File: config.mk
export PLATFORM = sky130hd
export DESIGN_NAME = maze_map_loader
export DESIGN_NICKNAME = d
export VERILOG_FILES = /design/src/rtl/maze_pkg.sv /design/src/rtl/maze_map_loader.sv
export SDC_FILE = /design/constraint.sdc
export NUM_CORES = 1
export LEC_CHECK = 0
export BUFFER_PORTS_ARGS = -buffer_cell sky130_fd_sc_hd__buf_2
export CAP_MARGIN = 30
export CELL_PAD_IN_SITES_DETAIL_PLACEMENT = 0
export CELL_PAD_IN_SITES_GLOBAL_PLACEMENT = 1
export CORE_MARGIN = 1
export CORE_UTILIZATION = 44
export DETAILED_ROUTE_END_ITERATION = 8
export PLACE_DENSITY = 0.92
export SLEW_MARGIN = 5
export SYNTH_ARGS = -nofsm -noshare
export SYNTH_HDL_FRONTEND = slang
export SYNTH_SLANG_ARGS = --single-unit
File: constraint.sdc
create_clock -name clk -period 2.8 [get_ports clk]
set_input_delay 0.56 -clock clk [delete_from_list [all_inputs] [get_ports clk]]
set_output_delay 0.56 -clock clk [all_outputs]
set_load 0.02 [all_outputs]
File: src/rtl/maze_pkg.sv
`default_nettype none
// ============================================================================
// Module      : maze_pkg
// Description : Shared definitions for the maze map loader and maze router.
//               Holds the cell-code constants, the loader state encoding and
//               the cell legality helper.
// Ports       : none (package)
// Revision    : 1.0 - initial release
// ============================================================================
package maze_pkg;

   // Cell codes carried in the map stream and stored in the map SRAM
   localparam logic [7:0] c_FREE    = 8'h00;
   localparam logic [7:0] c_BLOCKED = 8'h01;
   localparam logic [7:0] c_SOURCE  = 8'h02;
   localparam logic [7:0] c_TARGET  = 8'h03;

   // Loader FSM encoding
   typedef enum logic [2:0] {
      S_IDLE  = 3'd0,
      S_LOAD  = 3'd1,
      S_CHECK = 3'd2,
      S_START = 3'd3,
      S_DONE  = 3'd4,
      S_ERR   = 3'd5
   } loader_state_e;

   // Callers zero-extend their code to 32 bits so any data width up to 32 fits.
   function automatic logic is_legal_cell(input logic [31:0] code);
      return (code <= 32'(c_TARGET));
   endfunction

endpackage : maze_pkg
`default_nettype wire

File: src/rtl/maze_map_loader.sv
`default_nettype none
// ============================================================================
// Module      : maze_map_loader
// Description : Streams a maze map (one cell code per byte, valid/ready) into
//               the shared map SRAM, validates it (one source, one target, no
//               illegal codes) and pulses router_start on a valid map.
// Ports       : clk, reset          - clock, synchronous active-high reset
//               load_req            - one-cycle request to load a new map
//               in_valid/in_data    - cell stream, in_ready back-pressure
//               cs/we/address/data_out - SRAM write port (owned while bus_own)
//               router_start        - one-cycle start pulse to the router
//               src_addr/tgt_addr   - source/target cell index
//               load_done/load_error - held result of the last load
// Revision    : 1.0 - initial release
// ============================================================================
module maze_map_loader
   import maze_pkg::*;
#(
   parameter int DATA_WIDTH = 8,
   parameter int ADDR_WIDTH = 8,
   parameter int MAP_CELLS  = 256
) (
   input  logic                  clk,
   input  logic                  reset,
   input  logic                  load_req,
   input  logic                  in_valid,
   input  logic [DATA_WIDTH-1:0] in_data,
   output logic                  in_ready,
   output logic                  cs,
   output logic                  we,
   output logic [ADDR_WIDTH-1:0] address,
   output logic [DATA_WIDTH-1:0] data_out,
   output logic                  bus_own,
   output logic                  router_start,
   output logic [ADDR_WIDTH-1:0] src_addr,
   output logic [ADDR_WIDTH-1:0] tgt_addr,
   output logic                  load_done,
   output logic                  load_error
);

   // One spare counter bit so MAP_CELLS = 2^ADDR_WIDTH reaches the compare
   localparam logic [ADDR_WIDTH:0] c_LAST = (ADDR_WIDTH+1)'(MAP_CELLS - 1);
   localparam int                  c_PAD  = 32 - DATA_WIDTH;

   loader_state_e         state_q, state_d;
   logic [ADDR_WIDTH:0]   cnt_q, cnt_d;
   logic [1:0]            src_cnt_q, src_cnt_d;
   logic [1:0]            tgt_cnt_q, tgt_cnt_d;
   logic                  illegal_q, illegal_d;
   logic                  in_ready_q, in_ready_d;
   logic                  cs_q, cs_d;
   logic [ADDR_WIDTH-1:0] address_q, address_d;
   logic [DATA_WIDTH-1:0] data_out_q, data_out_d;
   logic                  bus_own_q, bus_own_d;
   logic                  start_q, start_d;
   logic [ADDR_WIDTH-1:0] src_addr_q, src_addr_d;
   logic [ADDR_WIDTH-1:0] tgt_addr_q, tgt_addr_d;
   logic                  done_q, done_d;
   logic                  err_q, err_d;

   logic                  w_hs;
   logic                  w_start_load;
   logic [31:0]           w_code;

   // in_ready_q is only ever set while in LOAD, so it doubles as the state gate
   assign w_hs         = in_valid && in_ready_q;
   assign w_start_load = load_req &&
                         (state_q == S_IDLE || state_q == S_DONE || state_q == S_ERR);
   assign w_code       = {{c_PAD{1'b0}}, in_data};

   // ---------------------------------------------------------------- state reg
   always_ff @(posedge clk) begin
      if (reset) begin
         state_q <= S_IDLE;
      end else begin
         state_q <= state_d;
      end
   end

   // --------------------------------------------------------------- next state
   always_comb begin
      state_d = state_q;
      case (state_q)
         S_IDLE:  if (load_req) state_d = S_LOAD;
         S_LOAD:  if (w_hs && cnt_q == c_LAST) state_d = S_CHECK;
         S_CHECK: state_d = (src_cnt_q == 2'd1 && tgt_cnt_q == 2'd1 && !illegal_q)
                            ? S_START : S_ERR;
         S_START: state_d = S_DONE;
         S_DONE:  if (load_req) state_d = S_LOAD;
         S_ERR:   if (load_req) state_d = S_LOAD;
         default: state_d = S_IDLE;
      endcase
   end

   // ------------------------------------------------- outputs and datapath next
   // Status outputs are decoded from the next state so they line up with the
   // state register on the same edge.
   always_comb begin
      cnt_d      = cnt_q;
      src_cnt_d  = src_cnt_q;
      tgt_cnt_d  = tgt_cnt_q;
      illegal_d  = illegal_q;
      address_d  = address_q;
      data_out_d = data_out_q;
      src_addr_d = src_addr_q;
      tgt_addr_d = tgt_addr_q;

      if (w_start_load) begin
         cnt_d     = '0;
         src_cnt_d = 2'd0;
         tgt_cnt_d = 2'd0;
         illegal_d = 1'b0;
      end else if (w_hs) begin
         cnt_d      = cnt_q + 1'b1;
         address_d  = cnt_q[ADDR_WIDTH-1:0];
         data_out_d = in_data;
         if (w_code == 32'(c_SOURCE)) begin
            src_addr_d = cnt_q[ADDR_WIDTH-1:0];
            src_cnt_d  = (src_cnt_q == 2'd2) ? 2'd2 : src_cnt_q + 2'd1;
         end
         if (w_code == 32'(c_TARGET)) begin
            tgt_addr_d = cnt_q[ADDR_WIDTH-1:0];
            tgt_cnt_d  = (tgt_cnt_q == 2'd2) ? 2'd2 : tgt_cnt_q + 2'd1;
         end
         // Illegal bytes are still written so the stream stays aligned
         if (!is_legal_cell(w_code)) begin
            illegal_d = 1'b1;
         end
      end

      cs_d       = w_hs;
      in_ready_d = (state_d == S_LOAD);
      bus_own_d  = (state_d == S_LOAD) || (state_d == S_CHECK);
      start_d    = (state_d == S_START);
      done_d     = (state_d == S_DONE);
      err_d      = (state_d == S_ERR);
   end

   // ------------------------------------------------------- datapath registers
   always_ff @(posedge clk) begin
      if (reset) begin
         cnt_q      <= '0;
         src_cnt_q  <= 2'd0;
         tgt_cnt_q  <= 2'd0;
         illegal_q  <= 1'b0;
         in_ready_q <= 1'b0;
         cs_q       <= 1'b0;
         address_q  <= '0;
         data_out_q <= '0;
         bus_own_q  <= 1'b0;
         start_q    <= 1'b0;
         src_addr_q <= '0;
         tgt_addr_q <= '0;
         done_q     <= 1'b0;
         err_q      <= 1'b0;
      end else begin
         cnt_q      <= cnt_d;
         src_cnt_q  <= src_cnt_d;
         tgt_cnt_q  <= tgt_cnt_d;
         illegal_q  <= illegal_d;
         in_ready_q <= in_ready_d;
         cs_q       <= cs_d;
         address_q  <= address_d;
         data_out_q <= data_out_d;
         bus_own_q  <= bus_own_d;
         start_q    <= start_d;
         src_addr_q <= src_addr_d;
         tgt_addr_q <= tgt_addr_d;
         done_q     <= done_d;
         err_q      <= err_d;
      end
   end

   assign in_ready     = in_ready_q;
   assign cs           = cs_q;
   assign we           = cs_q;
   assign address      = address_q;
   assign data_out     = data_out_q;
   assign bus_own      = bus_own_q;
   assign router_start = start_q;
   assign src_addr     = src_addr_q;
   assign tgt_addr     = tgt_addr_q;
   assign load_done    = done_q;
   assign load_error   = err_q;

endmodule : maze_map_loader
`default_nettype wire

==> flow_summary.toml, run 1 <==
[cts]
cts_setup_buffers = 0
cts_buffer_depth = 2
path_clk_slew_ns = 0.09
tritoncts = "built"
h-tree-depth = 2
clk_latency_ns = 0.30
cts_resized = 0
cts_num_sinks = 55
cts-root-buf = "clkbuf_8"
cts_hold_buf = 0
cts_made_buffers = 5

[logic_synthesis]
synth_top_area_share_pct = 48.8
syn_area_um2 = 2260
syn_area_per_cell_um2 = 10.1
synth_area_leaders = "dfxtp_1 49%, mux2i_1 16%, nor2_1 9.0%"
post_synth_num_cell_types = 37
synth_common_cells = "55 x dfxtp_1, 54 x nor2_1, 36 x mux2i_1"
synth_edf_count = 0
yosysWarnings = 0
synth_cells = 223
ys_seq_area_share_pct = 48.8
syn_nets = 241
ys_seq_elements = 55
synth_async_sr_flop_share_pct = 0
synth_top_area_cell = "dfxtp_1"
synthFlopType = "dfxtp_1"
yosysMostFrequentCell = "dfxtp_1"

[routing]
wl_per_cell_um = 12.3
drt-pass1-iter-count = 4
drtAntennaViolNets = 0
drtIter0Drc = 70
vias = 1609
viasPerCell = 4.76
drt-total-wl_mm = 4.17
drc = 0

[final_layout]
fin_util_pct = 54.7
area_growth_syn_to_layout_pct = 16.7
final_area_um2 = 2640
final_net_count = 289
drive_above_1_share_pct = 25.1
final.fill_count = 474
diodes = 0

[global_route]
grt_pass1_wl_mm = 6.87
overflow = 0
antenna_found_initial = 0
grt_use_total_pct = 16.9
grt_start_max_net_pins = 25
grt_pass1_vias = 1484

[sta]
clock_skew_ns = 0.00446
tightest_slew_ns = 0.482
setup_viol = 0
slew_violations = 0
rsz0062_at_grt = "false"
fin_tns_setup_ns = 0
maxSlewHeadroom_pct = 67.6
post-route-min-period_ns = 1.77
hold_viol_final = 0
fmax_mhz = 566
fin_crit_sh_pct = 63.1

[status]
status = "completed"

[floorplanning]
ios = 51
die_w_um = 73.6
start_util_pct = 46.9
chipHeight_um = 73.6
core_area_um2 = 4820
die_area_um2 = 5420
core.rowCount = 25

[placement]
port_buffers = 50
gp_congestion = 0.751
place_area_um2 = 2530
dp_hpwl_mm = 2.95

[setup_path]
cp.required_ns = 3.00
path_class = "reg2reg"
worstSetupEndpointType = "flip-flop"
worst_ep_arrival_time_ns = 1.96
cp-start-kind = "flip-flop"
cp_max_fo = 7

[job]
cap_violations = 0

[power]
p_per_area_nw_per_um2 = 528
p_leak_nw = 1.21
peakVddDrop_v = 0.000294

[hold_path]
hold_path_class = "reg2reg"
## area by class of cell
type,count,area [µm²],area share (%)
sequential,55,1100,41.8
multi-input combinational,149,1040,39.5
timing repair buffer,54,280,10.6
tap,67,83.8,3.18
clock buffer,5,68.8,2.61
clock inverter,2,37.5,1.42
inverter,6,22.5,0.854
## path summary, 6_finish.rpt
path              from        end  slack [ns]  depth (start not counted)
min          illegal_q  illegal_q        0.48                          2
min reg2reg  illegal_q  illegal_q        0.48                          2
max           cnt_q[0]   in_ready        1.03                          7
max reg2reg   cnt_q[0]   in_ready        1.03                          7
## cell usage in the layout (no fill, tap or decap), types with 3 or more instances in the layout
master,netlist,layout
a21oi_1,4,4
buf_2,2,50
buf_4,2,4
clkbuf_8,0,5
dfxtp_1,55,55
ha_1,6,6
inv_1,6,6
mux2i_1,36,36
nand2_1,8,8
nand3_1,4,4
nand4_1,3,3
nor2_1,54,54
nor3_1,3,3
o21bai_1,3,3
xnor2_1,3,3
xor2_1,3,3
## worst max-delay path, cell delays in order, from the launching register on
cell,delay [ns]
dfxtp_1,0.53
ha_1,0.25
nand2_1,0.08
nor3_1,0.22
ha_1,0.18
nand3_1,0.08
o21bai_1,0.25
nor2_1,0.08
## state kept, by name (all words and copies together), names as in the netlist
name / flops
address: 8
bus_own: 1
cnt_q: 9
cs: 1
data_out: 8
illegal_q: 1
in_ready: 1
load_done: 1
load_error: 1
router_start: 1
src_addr: 8
src_cnt_q: 2
state_q: 3
tgt_addr: 8
tgt_cnt_q: 2
## stage by stage
| step | total power, W | hold WS (ns) | worst slack (ns) | instances |
|---|---|---|---|---|
| CTS | 0.00141 | 0.480 | 1.03 | 338 |
| global route | 0.00145 | 0.525 | 0.853 | 338 |
| floorplan | 0.000881 | 0.431 | 1.13 | 223 |
| finish | 0.00139 | 0.484 | 1.03 | 338 |
| detailed placement | 0.000905 | 0.460 | 0.807 | 331 |
| global placement | 0.000906 | 0.449 | 0.866 | 331 |
## kinds of logic after synthesis
kind of cell	count (synthesis)	share of synthesized area, %
buf+inv	19	5.10
flops	55	48.8
fa+ha+maj	6	3.32
xor+xnor	6	2.33
simple gates	83	17.5
compound gates	18	7.09
mux	36	16.0
## report_power, final
| group | internal (W) | leakage [nW] | switching, W |
|---|---|---|---|
| Clock | 0.000261 | 0.0502 | 0.000245 |
| Sequential | 0.000791 | 0.445 | 0.00000815 |
| Combinational | 0.0000316 | 0.719 | 0.0000559 |
| Total | 0.00108 | 1.21 | 0.000309 |
## layer usage
metal	vias to the layer above	global-route usage, %	wire length [µm]	part of all wire [%]
met2	31	25.2	1920	46
met4	0	8.55	72	1.7
met3	5	3.29	147	3.5
met1	728	23.3	2030	49
met5	-	0	0	0
li1	845	-	-	-
No activity file was read; power rests on OpenSTA's default activity.
==> inputs of run 2 (changes only) <==
--- a/config.mk
+++ b/config.mk
@@ -10,9 +10,9 @@
 export CELL_PAD_IN_SITES_DETAIL_PLACEMENT = 0
 export CELL_PAD_IN_SITES_GLOBAL_PLACEMENT = 1
 export CORE_MARGIN = 1
-export CORE_UTILIZATION = 44
+export CORE_UTILIZATION = 36
 export DETAILED_ROUTE_END_ITERATION = 8
-export PLACE_DENSITY = 0.92
+export PLACE_DENSITY = 0.82
 export SLEW_MARGIN = 5
 export SYNTH_ARGS = -nofsm -noshare
 export SYNTH_HDL_FRONTEND = slang
==> constraint.sdc (replaced) <==
create_clock -name clk -period 1.6 [get_ports clk]
set_input_delay 0.32 -clock clk [delete_from_list [all_inputs] [get_ports clk]]
set_output_delay 0.32 -clock clk [all_outputs]
set_load 0.02 [all_outputs]
==> flow_summary.toml, run 2 (synthesized netlist as in run 1, its figures left out) <==
[setup_path]
r2r_setup_slack_ns = 0.12
cp_top_family = "simple AND/OR/NAND/NOR gates"
worst_ep_arrival_time_ns = 1.72
crit_start = "cnt_q[0]"
path_cells = "ha_1 -> nand2_1 -> nor3_2 -> ha_1 -> nand3_1 -> o22ai_1 -> nor3b_1"
cp_max_fo = 3
worstSetupEndpointType = "flip-flop"
slowest_delay_ns = 0.34
cp-start-kind = "flip-flop"
crit_buf_inv = 0
cp.required_ns = 1.84
path_class = "reg2reg"
crit_path_frequent_cell = "ha_1"
worst_path_max_delay_cell = "dfxtp_1"
reg2reg_from = "cnt_q[0]"

[routing]
drt-total-wl_mm = 4.61
drc = 0
vias = 1727
viasPerCell = 4.77
wl_per_cell_um = 12.7
drt-pass1-iter-count = 4
drtAntennaViolNets = 0
drtIter0Drc = 74

[sta]
fin_tns_setup_ns = 0
fin_crit_sh_pct = 92.5
slew_violations = 0
rsz0062_at_grt = "false"
fmax_mhz = 676
hold_ws_ns = 0.286
clock_skew_ns = 0.00692
maxSlewHeadroom_pct = 70.4
tightest_slew_ns = 0.444
hold_viol_final = 0
post-route-min-period_ns = 1.48
setup_viol = 0

[power]
p_per_area_nw_per_um2 = 839
p_leak_nw = 1.29
peakVddDrop_v = 0.000419

[cts]
cts_buffer_depth = 2
cts-root-buf = "clkbuf_8"
cts_num_sinks = 55
h-tree-depth = 2
cts_hold_buf = 0
path_clk_slew_ns = 0.10
cts_setup_buffers = 0
tritoncts = "built"
clk_latency_ns = 0.31
cts_made_buffers = 5

[floorplanning]
core.rowCount = 28
ios = 51
die_area_um2 = 6590
chipHeight_um = 81.2
core_area_um2 = 5990
die_w_um = 81.2
start_util_pct = 37.7

[final_layout]
layout_common_cells = "55 x dfxtp_1, 54 x nor2_1, 50 x buf_2, 36 x mux2i_1, 19 x buf_4"
mostFrequentLayoutCell = "dfxtp_1"
diodes = 0
final_net_count = 304
largest-register = "cnt_q"
drive_above_1_share_pct = 29.6
area_growth_syn_to_layout_pct = 21.5
largest_reg_flops = 9

[global_route]
grt_pass1_vias = 1555
grt_pass1_wl_mm = 7.61
grt_use_total_pct = 15.5
grt_start_max_net_pins = 23
antenna_found_initial = 0
overflow = 0

[status]
status = "completed"

[placement]
dp_hpwl_mm = 3.37
port_buffers = 50
gp_congestion = 0.757

[hold_path]
hold_path_class = "in2reg"
hold_start = "in_data[1]"

[job]
cap_violations = 0
==> run 2: per-stage QoR <==
stage | setup slack [ns] | cells | power [W] | util, % | instance area (µm²)
2_1_floorplan | 0.137 | 223 | 0.00154 | - | 2260
3_3_place_gp | -0.0147 | 354 | 0.00160 | 44.3 | 2650
3_5_place_dp | -0.0647 | 354 | 0.00160 | 44.3 | 2650
4_1_cts | 0.0579 | 362 | 0.00235 | 45.6 | 2730
5_1_grt | 0.00165 | 362 | 0.00242 | 45.8 | 2740
6_report | 0.120 | 362 | 0.00230 | 45.8 | 2740
==> run 2: layer usage <==
| metal | wire length, µm | share of wire, % | vias to the layer above | global-route usage (%) |
|---|---|---|---|---|
| met5 | 0 | 0 | - | 0 |
| met4 | 56 | 1.2 | 0 | 6.79 |
| met3 | 178 | 3.9 | 5 | 3.93 |
| met2 | 2200 | 48 | 26 | 23.9 |
| met1 | 2170 | 47 | 818 | 20.2 |
| li1 | - | - | 878 | - |
==> run 2: power by group <==
part           leakage [nW]  switching (W)  internal, W
combinational         0.803       0.000106    0.0000642
sequential            0.445     0.00000977      0.00139
clock                0.0422       0.000429     0.000308
total                  1.29       0.000545      0.00176
==> run 2: final timing paths <==
check           endpoint  depth (start not counted)
max reg2reg   state_q[1]                          7
min reg2reg    illegal_q                          2
max           state_q[1]                          7
min          data_out[1]                          3
==> run 2: what timing repair did <==
action | CTS | global route
resized for setup | 0 | 3
setup endpoints to repair | 0 | 6
hold endpoints to repair | 0 | 0
==> run 2: final cells by class <==
class                      instances  area (µm²)
tap                               75        93.8
multi-input combinational        149        1050
inverter                           6        22.5
clock inverter                     1        5.00
clock buffer                       7        76.3
sequential                        55        1100
fill                             598        3250
timing repair buffer              69         393
==> run 2: worst register-to-register path, delay by kind of cell (launching register included) <==
family	cells	cell delay (ns)
and+or+nand+nor	4	0.55
adders and majority gates	2	0.36
DFF	1	0.34
AOI/OAI and AO/OA	1	0.16
